===== src/rtl/q3_fsm_pkg.sv =====
// Shared state encoding for the q3_fsm window detector.
// S<i><j>: i bits of the current 3-bit window seen, j of them equal to 1.
package q3_fsm_pkg;

  typedef enum logic [2:0] {
    A   = 3'd0,
    B   = 3'd1,
    C   = 3'd2,
    S10 = 3'd3,
    S11 = 3'd4,
    S20 = 3'd5,
    S21 = 3'd6,
    S22 = 3'd7
  } state_t;

endpackage


===== src/rtl/q3_fsm.sv =====
// Moore FSM: after a start request, flags every non-overlapping 3-cycle
// window of w that holds exactly two 1s (z high for one cycle, in state C).
module q3_fsm
  import q3_fsm_pkg::*;
(
  input  logic clk,
  input  logic reset_n,
  input  logic s,
  input  logic w,
  output logic z
);

  state_t state;
  state_t state_nxt;

  always_ff @(posedge clk or negedge reset_n) begin
    if (!reset_n) state <= A;
    else          state <= state_nxt;
  end

  always_comb begin
    state_nxt = A;
    case (state)
      A:       state_nxt = s ? B : A;
      B, C:    state_nxt = w ? S11 : S10;
      S10:     state_nxt = w ? S21 : S20;
      S11:     state_nxt = w ? S22 : S21;
      // Two zeros already seen: the window cannot qualify, third bit ignored.
      S20:     state_nxt = B;
      S21:     state_nxt = w ? C : B;
      S22:     state_nxt = w ? B : C;
      default: state_nxt = A;
    endcase
  end

  assign z = (state == C);

endmodule


===== config.mk =====
export PLATFORM = sky130hd
export DESIGN_NAME = q3_fsm
export DESIGN_NICKNAME = d
export VERILOG_FILES = /design/src/rtl/q3_fsm_pkg.sv /design/src/rtl/q3_fsm.sv
export SDC_FILE = /design/constraint.sdc
export NUM_CORES = 1
export LEC_CHECK = 0
export ABC_AREA = 1
export CORE_AREA = 2 2 39 41
export DETAILED_ROUTE_END_ITERATION = 16
export DIE_AREA = 0 0 41 43
export SETUP_SLACK_MARGIN = 0.2
export SLEW_MARGIN = 10
export SYNTH_ARGS = -nofsm -noshare
export SYNTH_HDL_FRONTEND = slang
export SYNTH_SLANG_ARGS = --single-unit

===== constraint.sdc =====
create_clock -name clk -period 2.2 [get_ports clk]
set_input_delay 0.44 -clock clk [delete_from_list [all_inputs] [get_ports clk]]
set_output_delay 0.44 -clock clk [all_outputs]
set_load 0.1 [all_outputs]

==> results by group, run 1 <==
STA
  • Pins Over Slew Limit: 0
  • Worst slew margin: 0.878
  • Unrepaired setup endpoints after global routing: no
  • Setup TNS: 0 ns
  • Period Utilization, post-route: 0.693
  • Layout Skew: 0.000955 ns
  • Tmin final: 1.53 ns
  • Setup Viol. Count Final: 0
  • Hold Vio Cnt, Final: 0
  • Max frequency: 656 MHz
  • Measured slew at the worst slew-check pin: ~0.18 ns

Logic synthesis
  • Netlist cell types: 8
  • Top cells by area, synth: dfrtp_1, nand2_1, nand3_1
  • Top cell type's share of synthesized area: 0.411
  • Commonest cells post-synth: nand2_1, nand3_1, inv_1, nor2_1, dfrtp_1
  • Post-synth EDFFs: 0
  • Count leader, synth: nand2_1
  • Sequential fraction of the synthesis area: 0.411
  • Synth Warn #: 0
  • Syn nets: 33
  • Avg Synthesized Cell Area: approximately 6.3 um^2
  • Register bit total from synthesis: 3
  • Post-synthesis instance total: 29
  • Asr flop ratio synth: 1.00
  • Top_reg_cell synth: dfrtp_1
  • Synth area leader: dfrtp_1
  • Synthesized cell area: 183 um^2

GRT
  • Initial antenna violation count: 0
  • First-pass GRT wire length: about 700 um
  • Number of global-route vias before repair: ~210
  • Final global-route overflow total: 0
  • Total GRT Usage: 0.0655
  • Largest net degree at the start of global routing: 7

Final layout
  • Biggest regs: state x3
  • Synth-to-Final Area Change: 54.1%
  • Ratio of cells with drive above 1 in the final layout: 0.162
  • Final cell count without fillers: between 50 and 60
  • Final nets: 42
  • Antenna diodes: 0
  • Biggest register: state
  • Max reg flops: 3
  • Final core occ: 0.203

Outcome
  • Run status: finished clean

Hold path
  • Hold Path Class: input port to asynchronous set/reset pin

Die
  • Die ar.: around 1800 um^2
  • Num rows: 14
  • Io pins: 5
  • Die width: between 40 and 50 um
  • Die height: between 40 and 50 um
  • Total core area: 1380 um^2
  • Initial Util: 0.132

Clocking
  • TritonCTS Sinks: 3
  • Root Driver: clkbuf_4
  • TritonCTS clock tree: done
  • Setup Fix Bufs, Post-CTS: 0
  • Clock Pin Slew Worst Setup and Hold Paths: about 0.040 ns
  • Hold_buf cts: 0
  • CTS Buffer Depth: 2
  • H-tree Lvls: 1
  • Total CTS buffers: 3
  • Clk_lat worst skew: roughly 0.23 ns
  • Post-CTS Resized: 0

Placed design
  • Placed Cells: between 40 and 50
  • Gp weighted congestion: 0.667
  • Final HPWL DP: between 300 and 400 um
  • Number of I/O port buffers: 4

Power and ir drop
  • Comb pwr share: 0.518
  • P_leak: around 0.14 nW
  • Peak VDD IR: 0.000352 V
  • Cell Int Power: 0.000238 W
  • Clock share of power: 0.210
  • Pwr/cell area: 1610 nW/um^2
  • Switching share of power: 0.475
  • Net switching power: ~0.00022 W
  • Sequential power share: 0.272

Critical path
  • Worst Path Arrival: roughly 1.1 ns
  • Startpoint Class: flip-flop
  • CP max stage cell: dfrtp_1
  • Worst Setup Path Type: flip-flop to output pin
  • Setup slack, reg-to-reg: approximately 1.3 ns
  • CP peak stage delay: between 0.4 and 0.5 ns
  • R2r worst-path depth: 4
  • WP data required: ~1.8 ns
  • Reg-to-Reg Start: state[0]
  • RR Endpoint: state[0]
  • Critical Path, Cell by Cell: inv_1 -> nand2_1 -> nor2_2 -> buf_12
  • Crit. End Element: output pin
  • CP max FO: 5

Job
  • Max-cap violations: 0

Route
  • DRT Pass-1 Iters: 3
  • WL per Instance: 7.09 um
  • DRT iter0 DRCs: 2
  • Post-route ant nets: 0
  • Total Wirelength: 376 um
  • Via density: roughly 3.8
  • Drt drc: 0
  • Via count: about 200
through the flow:
step	area [um^2]	power, W	setup WS [ns]	hold slack (ns)
2_1_floorplan	185	0.000288	0.466	0.144
3_3_place_gp	255	0.000354	0.753	0.611
3_5_place_dp	255	0.000361	0.746	0.619
4_1_cts	282	0.000462	0.659	0.389
5_1_grt	282	0.000500	0.606	0.386
6_report	282	0.000453	0.675	0.392
area by class of cell:
type,instances,area [um^2]
Tap cell,16,20.0
Clock buffer,4,26.3
Inverter,5,18.8
Timing Repair Buffer,4,50.0
Multi-Input combinational cell,21,91.3
Fill cell,171,1100
Sequential cell,3,75.1
how the worst max path moves through the flow:
stage	from	end	slack (ns)	depth (start not counted)
2_1_floorplan	state[0]	z	0.47	3
3_3_place_gp	w	state[1]	0.75	8
3_5_place_dp	w	state[1]	0.75	8
4_1_cts	state[0]	z	0.66	4
5_1_grt	state[0]	z	0.61	4
6_report	state[0]	z	0.67	4
power groups by stage:
stage	sequential, W	clock [W]	combinational (W)
global placement	0.000124	0	0.000230
detailed placement	0.000126	0	0.000235
floorplan	0.000117	0	0.000171
finish	0.000123	0.0000951	0.000235
CTS	0.000125	0.0000992	0.000238
global route	0.000129	0.000107	0.000264
cells by family (layout without fill, tap and decap cells):
| family | count (synthesis) | after routing | synth area share |
|---|---|---|---|
| compound gates | 3 | 3 | 0.0822 |
| buf+inv | 5 | 13 | 0.103 |
| simple gates | 18 | 18 | 0.404 |
| flops | 3 | 3 | 0.411 |
worst max-delay path: cells and delay by family, from the launching register on:
kind | cells | cell delay [ns]
buf+inv | 2 | 0.26
simple gates | 2 | 0.20
flops | 1 | 0.41
cells in the final DEF (no fill, tap or decap):
master / instances
nand2_1: 9
nor2_1: 3
inv_1: 4
clkbuf_1: 1
a21oi_1: 1
clkbuf_4: 3
o21ai_0: 2
buf_12: 1
inv_2: 1
nor2_2: 1
nand3_1: 5
clkdlybuf4s50_1: 3
dfrtp_1: 3
metal layers:
metal / track usage / share of wire / vias to the layer above
met5: 0 / 0 / -
met4: 0.0800 / 0 / 0
met3: 0.0314 / 0.043 / 0
met2: 0.109 / 0.62 / 2
met1: 0.0390 / 0.34 / 96
li1: - / - / 106
(Power assumes the default switching activity.)
==> run 2: changes to the inputs <==
==> constraint.sdc (replaced) <==
create_clock -name clk -period 1.3 [get_ports clk]
set_input_delay 0.26 -clock clk [delete_from_list [all_inputs] [get_ports clk]]
set_output_delay 0.26 -clock clk [all_outputs]
set_load 0.1 [all_outputs]
==> run 2 against run 1 <==
Compared with the run above: combinational power rose to 2.6 times the previous value; design area up 22%; largest power group unchanged; power up 120%; worst hold slack worse by 0.18 ns.
==> results by group, run 2 (synthesis gave the netlist of run 1 again) <==
Final layout
  • Most frequent cells in the layout: nand2_1, nand3_1, buf_4 (was nand2_1, nand3_1, inv_1)
  • Most common cell after layout, fill and taps aside: nand2_1 (unchanged)
  • Multi-input gate area: 111 um^2 (was 91.3 um^2)
  • Synth-to-Final Area Change: 87.7% (was 54.1%)
  • Fill count: 161 (was 171)
  • Biggest regs: state x3 (unchanged)
  • Register area: 75.1 um^2 (unchanged)
  • Max reg flops: 3 (unchanged)
  • Antenna diodes: 0 (unchanged)
  • Biggest register: state (unchanged)
  • Ratio of cells with drive above 1 in the final layout: 0.333 (was 0.162)
  • Final cell count without fillers: 58 (was 53)
  • Final nets: 47 (was 42)

GRT
  • Total GRT Usage: 0.0674 (was 0.0655)
  • Largest net degree at the start of global routing: 6 (was 7)
  • First-pass GRT wire length: 724 um (was 703 um)
  • Number of global-route vias before repair: 200 (was 214)
  • Initial antenna violation count: 0 (unchanged)
  • Final global-route overflow total: 0 (unchanged)

Route
  • DRT iter0 DRCs: 1 (was 2)
  • Post-route ant nets: 0 (unchanged)
  • DRT Pass-1 Iters: 2 (was 3)
  • Drt drc: 0 (unchanged)
  • Total Wirelength: 465 um (was 376 um)
  • Via count: 221 (was 204)
  • WL per Instance: 8.02 um (was 7.09 um)
  • Via density: 3.81 (was 3.85)

STA
  • Tmin final: 1.27 ns
  • Hold Vio Cnt, Final: 0 (unchanged)
  • Setup TNS: 0 ns (unchanged)
  • Measured slew at the worst slew-check pin: 0.224 ns (was 0.182 ns)
  • Layout Skew: 0.000124 ns (was 0.000955 ns)
  • Worst setup margin: 0.0288 ns (was 0.675 ns)
  • Period Utilization, post-route: 0.978
  • Max frequency: slightly below 800 MHz
  • Setup Viol. Count Final: 0 (unchanged)
  • Pins Over Slew Limit: 0 (unchanged)
  • Worst slew margin: 0.850 (was 0.878)
  • Unrepaired setup endpoints after global routing: yes (was no)

Placed design
  • Gp weighted congestion: 0.613 (was 0.667)
  • Setup slack at placement: 0.0231 ns (was 0.746 ns)
  • Number of I/O port buffers: 4 (unchanged)
  • Placed Cells: 49 (unchanged)
  • Final HPWL DP: 293 um (was 310 um)

Critical path
  • Worst Path Arrival: 1.01 ns (was 1.09 ns)
  • Crit. End Element: output pin (unchanged)
  • WP data required: 1.04 ns (was 1.76 ns)
  • Worst Setup Path Type: flip-flop to output pin (unchanged)
  • CP max FO: 2 (was 5)
  • Startpoint Class: flip-flop (unchanged)

Die
  • Total core area: 1380 um^2 (unchanged)
  • Die width: 41 um (unchanged)
  • Initial Util: 0.132 (unchanged)
  • Die height: 43 um (unchanged)
  • Die ar.: 1760 um^2 (unchanged)
  • Num rows: 14 (unchanged)
  • Io pins: 5 (unchanged)

Clocking
  • Total CTS buffers: 3 (unchanged)
  • TritonCTS Sinks: 3 (unchanged)
  • CTS Buffer Depth: 2 (unchanged)
  • Clock Pin Slew Worst Setup and Hold Paths: 0.04 ns (about the same)
  • Root Driver: clkbuf_4 (unchanged)
  • TritonCTS clock tree: done (unchanged)
  • Clk_lat worst skew: 0.23 ns (about the same)
  • H-tree Lvls: 1 (unchanged)

Power and ir drop
  • P_leak: 0.170 nW (was 0.140 nW)
  • Pwr/cell area: 2870 nW/um^2 (was 1610 nW/um^2)
  • Overall power: 0.000984 W (was 0.000453 W)
  • Peak VDD IR: 0.000675 V (was 0.000352 V)

Outcome
  • Run status: finished clean (unchanged)

Hold path
  • Hold Path Class: input port to asynchronous set/reset pin (unchanged)

Job
  • Max-cap violations: 0 (unchanged)
==> run 2: worst paths after layout <==
check | start | depth (start not counted) | slack [ns] | end
worst max register to register | state[0] | 6 | 0.24 | state[0]
min in group clk | s | 3 | 0.62 | state[0]
worst min-delay path | reset_n | 1 | 0.21 | state[1]
max in group asynchronous | reset_n | 1 | 0.95 | state[2]
worst min register to register | state[2] | 2 | 0.66 | state[2]
worst max-delay path | state[0] | 4 | 0.03 | z
==> run 2: layout make-up <==
| cell class | instances | share of cell area |
|---|---|---|
| Multi-Input combinational cell | 21 | 0.325 |
| Clock buffer | 4 | 0.0766 |
| Inverter | 5 | 0.0547 |
| Sequential cell | 3 | 0.219 |
| Timing Repair Buffer | 9 | 0.266 |
| Tap cell | 16 | 0.0584 |
==> run 2: stage by stage <==
step	hold slack (ns)	util	instance area (um^2)
finish	0.212	0.248	343
detailed placement	0.457	0.188	260
global route	0.205	0.248	343
CTS	0.206	0.225	312
floorplan	-0.0356	-	190
global placement	0.452	0.188	260
==> run 2: worst max-delay path, cell delays in order, from the launching register on <==
cell	delay [ns]
dfrtp_1	0.39
inv_2	0.07
nand2_4	0.05
nor2_4	0.10
buf_12	0.18
==> run 2: where the power goes <==
part / total [W] / switching (W) / internal [W]
logic: 0.000615 / 0.000340 / 0.000276
registers: 0.000207 / 0.0000622 / 0.000145
clock network: 0.000162 / 0.0000470 / 0.000115
total: 0.000984 / 0.000449 / 0.000535
==> run 2: repair_timing <==
action                                  CTS  global route
gates resized for setup                   1             6
hold buffers                              0             0
pin swaps                                 1             3
endpoints found under the setup margin    1             3
buffers inserted                          3             2
==> run 2: metal layers <==
metal	track usage	up-vias	routed length, um
li1	-	116	-
met5	0	-	0
met1	0.0518	103	148
met4	0.0800	0	0
met3	0.0314	0	16
met2	0.103	2	300
==> run 3: changes to the inputs <==
--- a/config.mk
+++ b/config.mk
@@ -6,9 +6,12 @@
 export NUM_CORES = 1
 export LEC_CHECK = 0
 export ABC_AREA = 1
+export CELL_PAD_IN_SITES_DETAIL_PLACEMENT = 0
+export CELL_PAD_IN_SITES_GLOBAL_PLACEMENT = 1
 export CORE_AREA = 2 2 39 41
 export DETAILED_ROUTE_END_ITERATION = 16
 export DIE_AREA = 0 0 41 43
+export PLACE_DENSITY_LB_ADDON = 0.1
 export SETUP_SLACK_MARGIN = 0.2
 export SLEW_MARGIN = 10
 export SYNTH_ARGS = -nofsm -noshare
==> run 3 against run 2 <==
Compared with the run above: clock power is essentially flat; sequential share of layout area grew 2.0 points; sequential power shrank 2%; worst hold slack lost 0.00051 ns; largest cell class unchanged; critical path type unchanged; first-iteration DRC count grew to 5.0 times the previous value; register-to-register slack gained 0.05 ns; via count shrank 3.2%.
==> results by group, run 3 (synthesis gave the netlist of run 1 again) <==
Outcome
  • Run status: finished clean (unchanged)

Clocking
  • CTS Buffer Depth: 2 (unchanged)
  • Clock Pin Slew Worst Setup and Hold Paths: 0.04 ns (about the same)
  • TritonCTS clock tree: done (unchanged)
  • Hold_buf cts: 0 (unchanged)
  • Total CTS buffers: 3 (unchanged)
  • Clk_lat worst skew: 0.23 ns (about the same)
  • H-tree Lvls: 1 (unchanged)
  • TritonCTS Sinks: 3 (unchanged)
  • Root Driver: clkbuf_4 (unchanged)

Final layout
  • Biggest register: state (unchanged)
  • Fill count: 153 (was 161)
  • Biggest regs: state x3 (unchanged)
  • Max reg flops: 3 (unchanged)
  • Synth-to-Final Area Change: 71.9% (was 87.7%)
  • Most frequent cells in the layout: nand2_1, nand3_1, inv_1 (was nand2_1, nand3_1, buf_4)
  • Most common cell after layout, fill and taps aside: nand2_1 (unchanged)
  • Antenna diodes: 0 (unchanged)
  • Final nets: 45 (was 47)
  • Ratio of cells with drive above 1 in the final layout: 0.275 (was 0.333)

Critical path
  • Setup slack, reg-to-reg: 0.29 ns (was 0.24 ns)
  • CP peak stage delay: 0.38 ns (was 0.39 ns)
  • Crit. End Element: output pin (unchanged)
  • Startpoint Class: flip-flop (unchanged)
  • Worst Path Arrival: 1.02 ns (was 1.01 ns)
  • WP data required: 1.04 ns (about the same)
  • Critical path buffers and inverters: 2 (unchanged)
  • Crit path max-delay family: flip-flops (unchanged)
  • Worst Setup Path Type: flip-flop to output pin (unchanged)
  • CP max stage cell: dfrtp_1 (unchanged)
  • Critical Path, Cell by Cell: inv_1 -> nand2_2 -> nor2_4 -> buf_12 (was inv_2 -> nand2_4 -> nor2_4 -> buf_12)
  • CP max FO: 2 (unchanged)

STA
  • Worst setup margin: 0.0163 ns (was 0.0288 ns)
  • Setup Viol. Count Final: 0 (unchanged)
  • Layout Skew: 0.0000726 ns (was 0.000124 ns)
  • Tmin final: 1.28 ns (was 1.27 ns)
  • Max frequency: 779 MHz (was 787 MHz)
  • Period Utilization, post-route: 0.987 (was 0.978)
  • Unrepaired setup endpoints after global routing: yes (unchanged)
  • Hold Vio Cnt, Final: 0 (unchanged)
  • Setup TNS: 0 ns (unchanged)
  • Worst slew margin: 0.840 (was 0.850)
  • Measured slew at the worst slew-check pin: 0.241 ns (was 0.224 ns)
  • Pins Over Slew Limit: 0 (unchanged)

Route
  • DRT iter0 DRCs: 5 (was 1)
  • Via density: 3.82 (was 3.81)
  • Post-route ant nets: 0 (unchanged)
  • Total Wirelength: 459 um (was 465 um)
  • WL per Instance: 8.20 um (was 8.02 um)
  • Drt drc: 0 (unchanged)
  • Via count: 214 (was 221)
  • DRT Pass-1 Iters: 3 (was 2)

Power and ir drop
  • Pwr/cell area: 2750 nW/um^2 (was 2870 nW/um^2)
  • Peak VDD IR: 0.000764 V (was 0.000675 V)
  • P_leak: 0.155 nW (was 0.170 nW)

Die
  • Die width: 41 um (unchanged)
  • Io pins: 5 (unchanged)
  • Total core area: 1380 um^2 (unchanged)
  • Die ar.: 1760 um^2 (unchanged)
  • Die height: 43 um (unchanged)
  • Num rows: 14 (unchanged)
  • Initial Util: 0.132 (unchanged)

GRT
  • Final global-route overflow total: 0 (unchanged)
  • Total GRT Usage: 0.0755 (was 0.0674)
  • First-pass GRT wire length: 821 um (was 724 um)
  • Largest net degree at the start of global routing: 6 (unchanged)
  • Initial antenna violation count: 0 (unchanged)
  • Number of global-route vias before repair: 206 (was 200)

Job
  • Max-cap violations: 0 (unchanged)

Placed design
  • Gp weighted congestion: 0.634 (was 0.613)
  • Final HPWL DP: 346 um (was 293 um)
  • Number of I/O port buffers: 4 (unchanged)
  • Setup slack at placement: 0.0440 ns (was 0.0231 ns)

Hold path
  • Hold Path Class: input port to asynchronous set/reset pin (unchanged)
-- run 3: cell types whose count changed in the layout (fill, tap and decap cells not counted), sizes merged --
cell | before | now
buf | 6 | 4
-- run 3: path summary, 6_finish.rpt --
kind | startpoint | endpoint | cells after the start
max | state[0] | z | 4
min | reset_n | state[1] | 1
max reg2reg | state[0] | state[0] | 5
min reg2reg | state[1] | state[0] | 3
max in group asynchronous | reset_n | state[2] | 1
min in group clk | s | state[0] | 3
-- run 3: cell type report --
cell class,instances,area (um^2),share of cell area
Clock buffer,4,26.3,0.0837
Inverter,5,18.8,0.0598
Multi-Input combinational cell,21,101,0.323
Sequential cell,3,75.1,0.239
Tap cell,16,20.0,0.0637
Timing Repair Buffer,7,72.6,0.231
-- run 3: layer usage --
layer	vias up	routed length [um]	track usage
met4	0	0	0.0800
met2	4	236	0.0969
met1	96	199	0.0844
met5	-	0	0
met3	0	23	0.0314
li1	114	-	-
-- run 3: per-stage QoR --
step / std cells / hold slack (ns) / util / total power (W) / instance area (um^2)
global placement: 50 / 0.455 / 0.193 / 0.000637 / 268
global route: 56 / 0.205 / 0.227 / 0.000951 / 314
finish: 56 / 0.211 / 0.227 / 0.000863 / 314
CTS: 56 / 0.204 / 0.225 / 0.000871 / 312
detailed placement: 50 / 0.456 / 0.193 / 0.000638 / 268
floorplan: 29 / -0.0356 / - / 0.000504 / 190
-- run 3: where the power goes --
group	switching, W	internal, W
Sequential	0.0000586	0.000145
Combinational	0.000303	0.000196
Clock	0.0000459	0.000115
Total	0.000408	0.000455
-- run 3: what timing repair did --
item                       CTS  global route
setup buffers                2             0
setup endpoints to repair    1             3
resized for setup            1             1
